==> src/rtl/xclk_word_scheduler.sv <==
// xclk_word_scheduler: arbitrates NUM_REQ requesters onto one shared crossing word and holds it steady.
// Latency: the bus changes 2 clk after req is raised; ack pulses HOLD_CYCLES clk after the bus change.
// Backpressure: one transfer at a time; requesters hold req/req_data until their ack pulse.
// Build option: define XCLK_SCHED_FIXED_PRI_EN for fixed priority (lowest index wins) instead of round-robin.
module xclk_word_scheduler #(
    parameter int DATA_WIDTH  = 8,
    parameter int NUM_REQ     = 4,
    parameter int HOLD_CYCLES = 8,
    localparam int TAG_W      = $clog2(NUM_REQ),
    localparam int BUS_W      = 1 + TAG_W + DATA_WIDTH
) (
    input  logic                          clk,
    input  logic                          rst_n,
    input  logic [NUM_REQ-1:0]            req,
    input  logic [NUM_REQ*DATA_WIDTH-1:0] req_data,
    output logic [NUM_REQ-1:0]            ack,
    output logic                          busy,
    output logic [BUS_W-1:0]              xfer_bus
);

    typedef enum logic [1:0] {
        ST_IDLE = 2'd0,
        ST_LOAD = 2'd1,
        ST_HOLD = 2'd2,
        ST_ACK  = 2'd3
    } state_t;

    // HOLD lasts HOLD_CYCLES-1 cycles; together with the LOAD edge the word is stable HOLD_CYCLES clocks.
    localparam logic [7:0]       HOLD_LAST = 8'(HOLD_CYCLES - 2);
    localparam logic [TAG_W-1:0] LAST_IDX  = TAG_W'(NUM_REQ - 1);

    state_t                  state;
    logic [TAG_W-1:0]        winner;
    logic                    toggle;
    logic [7:0]              hold_cnt;

    logic [TAG_W-1:0]        pick;
    logic                    pick_vld;
    logic [DATA_WIDTH-1:0]   sel_data;

`ifdef XCLK_SCHED_FIXED_PRI_EN
    // Fixed priority: scan downward so the lowest asserted index is the last one written.
    always_comb begin
        pick     = '0;
        pick_vld = 1'b0;
        for (int i = NUM_REQ - 1; i >= 0; i--) begin
            if (req[i]) begin
                pick     = TAG_W'(i);
                pick_vld = 1'b1;
            end
        end
    end
`else
    logic [TAG_W-1:0]        rr_ptr;

    // Round-robin: first asserted index at or after rr_ptr, wrapping past NUM_REQ-1 back to 0.
    // Offsets are scanned from the far end so the nearest asserted index wins.
    always_comb begin
        logic [TAG_W:0] idx;
        pick     = '0;
        pick_vld = 1'b0;
        idx      = '0;
        for (int i = NUM_REQ - 1; i >= 0; i--) begin
            idx = {1'b0, rr_ptr} + (TAG_W+1)'(i);
            if (idx >= (TAG_W+1)'(NUM_REQ)) begin
                idx = idx - (TAG_W+1)'(NUM_REQ);
            end
            if (req[idx[TAG_W-1:0]]) begin
                pick     = idx[TAG_W-1:0];
                pick_vld = 1'b1;
            end
        end
    end

    // Pointer moves past the requester just served, so every requester gets a turn.
    always_ff @(posedge clk or negedge rst_n) begin
        if (!rst_n) begin
            rr_ptr <= '0;
        end else if (state == ST_ACK) begin
            rr_ptr <= (winner == LAST_IDX) ? '0 : winner + TAG_W'(1);
        end
    end
`endif

    // Payload mux for the latched winner; only consumed at the LOAD edge.
    always_comb begin
        sel_data = '0;
        for (int i = 0; i < NUM_REQ; i++) begin
            if (winner == TAG_W'(i)) begin
                sel_data = req_data[i*DATA_WIDTH +: DATA_WIDTH];
            end
        end
    end

    // Transfer sequencer: grant, drive the word once, hold it, then pulse ack for the winner.
    always_ff @(posedge clk or negedge rst_n) begin
        if (!rst_n) begin
            state    <= ST_IDLE;
            winner   <= '0;
            toggle   <= 1'b0;
            hold_cnt <= '0;
            xfer_bus <= '0;
            ack      <= '0;
            busy     <= 1'b0;
        end else begin
            ack <= '0;
            case (state)
                ST_IDLE: begin
                    if (pick_vld) begin
                        winner <= pick;
                        busy   <= 1'b1;
                        state  <= ST_LOAD;
                    end
                end
                ST_LOAD: begin
                    // The toggle flip makes back-to-back identical words still look new downstream.
                    xfer_bus <= {~toggle, winner, sel_data};
                    toggle   <= ~toggle;
                    hold_cnt <= '0;
                    state    <= ST_HOLD;
                end
                ST_HOLD: begin
                    if (hold_cnt == HOLD_LAST) begin
                        state <= ST_ACK;
                    end else begin
                        hold_cnt <= hold_cnt + 8'd1;
                    end
                end
                ST_ACK: begin
                    ack   <= NUM_REQ'(1) << winner;
                    busy  <= 1'b0;
                    state <= ST_IDLE;
                end
                default: begin
                    state <= ST_IDLE;
                    busy  <= 1'b0;
                end
            endcase
        end
    end

endmodule

==> config.mk <==
export PLATFORM = sky130hd
export DESIGN_NAME = xclk_word_scheduler
export DESIGN_NICKNAME = d
export VERILOG_FILES = /design/src/rtl/xclk_word_scheduler.sv
export SDC_FILE = /design/constraint.sdc
export NUM_CORES = 1
export LEC_CHECK = 0
export BUFFER_PORTS_ARGS = -buffer_cell sky130_fd_sc_hd__buf_2
export CAP_MARGIN = 10
export CORE_MARGIN = 4
export CORE_UTILIZATION = 51
export CTS_CLUSTER_DIAMETER = 150
export DETAILED_ROUTE_END_ITERATION = 8
export GPL_TIMING_DRIVEN = 0
export PLACE_DENSITY = 0.84
export SLEW_MARGIN = 30
export SYNTH_ARGS = -nofsm -noshare
export SYNTH_HDL_FRONTEND = slang
export SYNTH_SLANG_ARGS = --single-unit
export TNS_END_PERCENT = 30
==> constraint.sdc <==
create_clock -name clk -period 2.11 [get_ports clk]
set_input_delay 0.211 -clock clk [delete_from_list [all_inputs] [get_ports clk]]
set_output_delay 0.211 -clock clk [all_outputs]
set_load 0.02 [all_outputs]
==> reports/results.ini <==
[logic_synthesis]
yosysUniqueCellTypes = 39
synth_nets = 242
ys.warnings.count = 0
syn_avg_cell_area_um2 = 9.089
ys_seq_elements = 30
synth_area_mm2 = 0.001754
syn_inst = 193
seq_area_frac_synth_pct = 42.80

[die]
num_rows = 21
start_util_pct = 52.57
io_pins = 54
die_w_um = 66.65
die_area_mm2 = 0.004442
core_area_mm2 = 0.003337
die_h_um = 66.65

[clocking]
cts_tree = yes
insertion_delay_ps = 330
h-tree-depth = 2
clkTransAtPathRegs_ps = 100
cts_buffers = 5
cts_buffer_depth = 2
post_cts_buffers = 0
cts_root_buf = clkbuf_4
clock-sinks = 30

[power]
power.internal_mw = 1.626
power_frac_seq_pct = 33.5
p_comb_share_pct = 54.2
p_leak_nw = 1.091
finalPower_mw = 2.981
p_clk_share_pct = 12.3
peakVddDrop_uv = 877.3
p_per_area_mw_per_mm2 = 1386
p_switching_mw = 1.355
swShare_pct = 45.46

[placed_design]
hpwlAfterDp_mm = 3.189
globalplace.congestion = 0.8840
placed_area_mm2 = 0.002077
place_worst_setup_slack_ps = 324.8
port_buffers = 53

[sta]
fin_worst_skew_ps = 4.505
max_clock_freq_mhz = 539.9
slew_violations = 0
finalCritPeriodShare_pct = 87.78
rsz0062_at_grt = false
setup_tns_ps = 0
final-setup-viol-count = 0
hold_viol = 0
min_period_ps = 1852
relSlewSlack_pct = 56.50
setup_ws_ps = 257.7
worst_pin_slew_ps = 652.5

[critical_path]
endpoint_kind = register
crit_path_start_kind = register
crit_type = register to register
cp.arrival_ps = 2050
cp_max_fo = 7
cp.required_ps = 2310

[hold_path]
min_path_type = input pin to register

[grt]
use_met3_pct = 6.408
met2_usage_pct = 34.90
grt_pass1_vias = 1536
grt_max_degree = 31
grt_pass1_wl_mm = 6.955
grt_use_met1_pct = 24.97
antenna_found_initial = 0
grt_usage_pct = 20.97
grt-busiest-layer = met2
gr-total-overflow = 0

[drt]
drt_iter0_markers = 102
dr.pass1.iters = 4
wl_per_cell_um = 13.80
drc = 0
vias = 1611
drt-vias-per-instance = 5.352
final_antenna_net_count = 0
finalWirelength_mm = 4.155

[finish]
final_layout_size_suffix_gt1_share_pct = 29.02
num_antenna_cells = 0
layout.cells.most_common = buf_2
layout.nets = 303
mostFrequentLayoutCells = buf_2 (56), dfrtp_1 (30), a21oi_1 (22)
utilization_pct = 64.45
fillers = 311
fin_area_mm2 = 0.002151
area_growth_pct = 22.61

[outcome]
outcome = finished clean

[flow_run]
cap_violations = 0

-- cell type report --
class,count,area [um2],area share (%)
Inverter,15,56.30,2.618
Clock buffer,6,51.30,2.385
Timing Repair Buffer,54,275.3,12.80
Clock inverter,2,12.51,0.5817
Multi-Input combinational cell,138,902.1,41.94
Sequential cell,30,750.7,34.90
Tap cell,46,57.56,2.676
Buffer,10,45.04,2.094
-- synth_stat cells (all sizes together) --
library cell / n / area share (%)
mux2: 4 / 2.6
a22o: 2 / 1.0
ha: 11 / 7.8
o211ai: 1 / 0.43
a21boi: 1 / 0.64
or4: 1 / 0.43
and2b: 1 / 0.43
or3: 1 / 0.36
xnor2: 2 / 1.0
a311o: 1 / 0.57
and3: 1 / 0.36
a221oi: 3 / 1.5
nand2: 20 / 4.3
o21ai: 14 / 4.0
nor3b: 3 / 1.6
a211o: 3 / 1.5
and2: 5 / 1.9
buf: 5 / 1.5
a31oi: 5 / 1.8
clkbuf: 5 / 1.1
nand2b: 4 / 1.4
inv: 15 / 3.2
o22ai: 1 / 0.36
a21o: 3 / 1.4
nor2: 13 / 2.8
nor3: 2 / 0.57
a22oi: 5 / 2.1
nor4: 1 / 0.36
nor4b: 1 / 1.4
a2bb2oi: 1 / 0.50
nand3: 4 / 1.1
xor2: 2 / 1.0
dfrtp: 30 / 43
a21oi: 22 / 6.3
-- per-layer routing --
layer,routed length [um],up-vias
li1,-,801
met1,1737,752
met2,2085,47
met3,234,11
met4,97,0
met5,0,-
-- worst max-delay path, cell delays in order, from the launching register on --
cell and delay [ps]:
dfrtp_1 480, inv_1 100, ha_1 290, and2b_1 220, a221oi_1 380, a211o_1 180
a31oi_1 80
-- final timing paths --
path                       slack, ps                  endpoint                     start  depth (start not counted)
max                              260   xfer_bus[6]$_DFFE_PN0P_     winner[0]$_DFFE_PN0P_                          6
min                              140   xfer_bus[6]$_DFFE_PN0P_              req_data[30]                          3
max reg2reg                      260   xfer_bus[6]$_DFFE_PN0P_     winner[0]$_DFFE_PN0P_                          6
min reg2reg                      470  xfer_bus[10]$_DFFE_PN0P_  xfer_bus[10]$_DFFE_PN0P_                          1
max in group asynchronous       1250      state[0]$_DFFE_PN0P_                     rst_n                          2
min in group asynchronous        430   hold_cnt[0]$_DFFE_PN0P_                     rst_n                          2
-- power groups by stage --
stage                     Clock (mW)  Sequential, mW  Combinational [mW]
after floorplan                    0            1.12                1.02
after global placement             0            1.00                1.55
after detailed placement           0            1.01                1.61
after CTS                      0.375            1.00                1.62
after global routing           0.409            1.04                1.82
final                          0.366            1.00                1.62
-- metrics by stage --
stage / instances / hold WS, ps
2_1_floorplan: 193 / -84.59
3_3_place_gp: 292 / 271.7
3_5_place_dp: 292 / 278.7
4_1_cts: 301 / 127.7
5_1_grt: 301 / 131.5
6_report: 301 / 139.2
-- timing repair --
action | in CTS | in global routing
resized for setup | 0 | 0
hold buffers | 1 | 0
endpoints found under the hold margin | 30 | 0
-- sequential cells by signal (all words and copies together) (netlist names) --
| register | flops |
|---|---|
| busy | 1 |
| hold_cnt | 8 |
| state | 2 |
| xfer_bus | 11 |
| rr_ptr | 2 |
| ack | 4 |
| winner | 2 |
-- cell families (layout without fill, tap and decap cells) --
group	after synthesis	count (layout)	synth area share, %
compound gates	62	62	22.04
xor+xnor	4	4	1.998
buf+inv	25	87	5.777
mux	4	4	2.568
simple gates	57	57	16.98
flops	30	30	42.80
fa+ha+maj	11	11	7.846
Note: power is estimated with default switching activity, not from simulation.
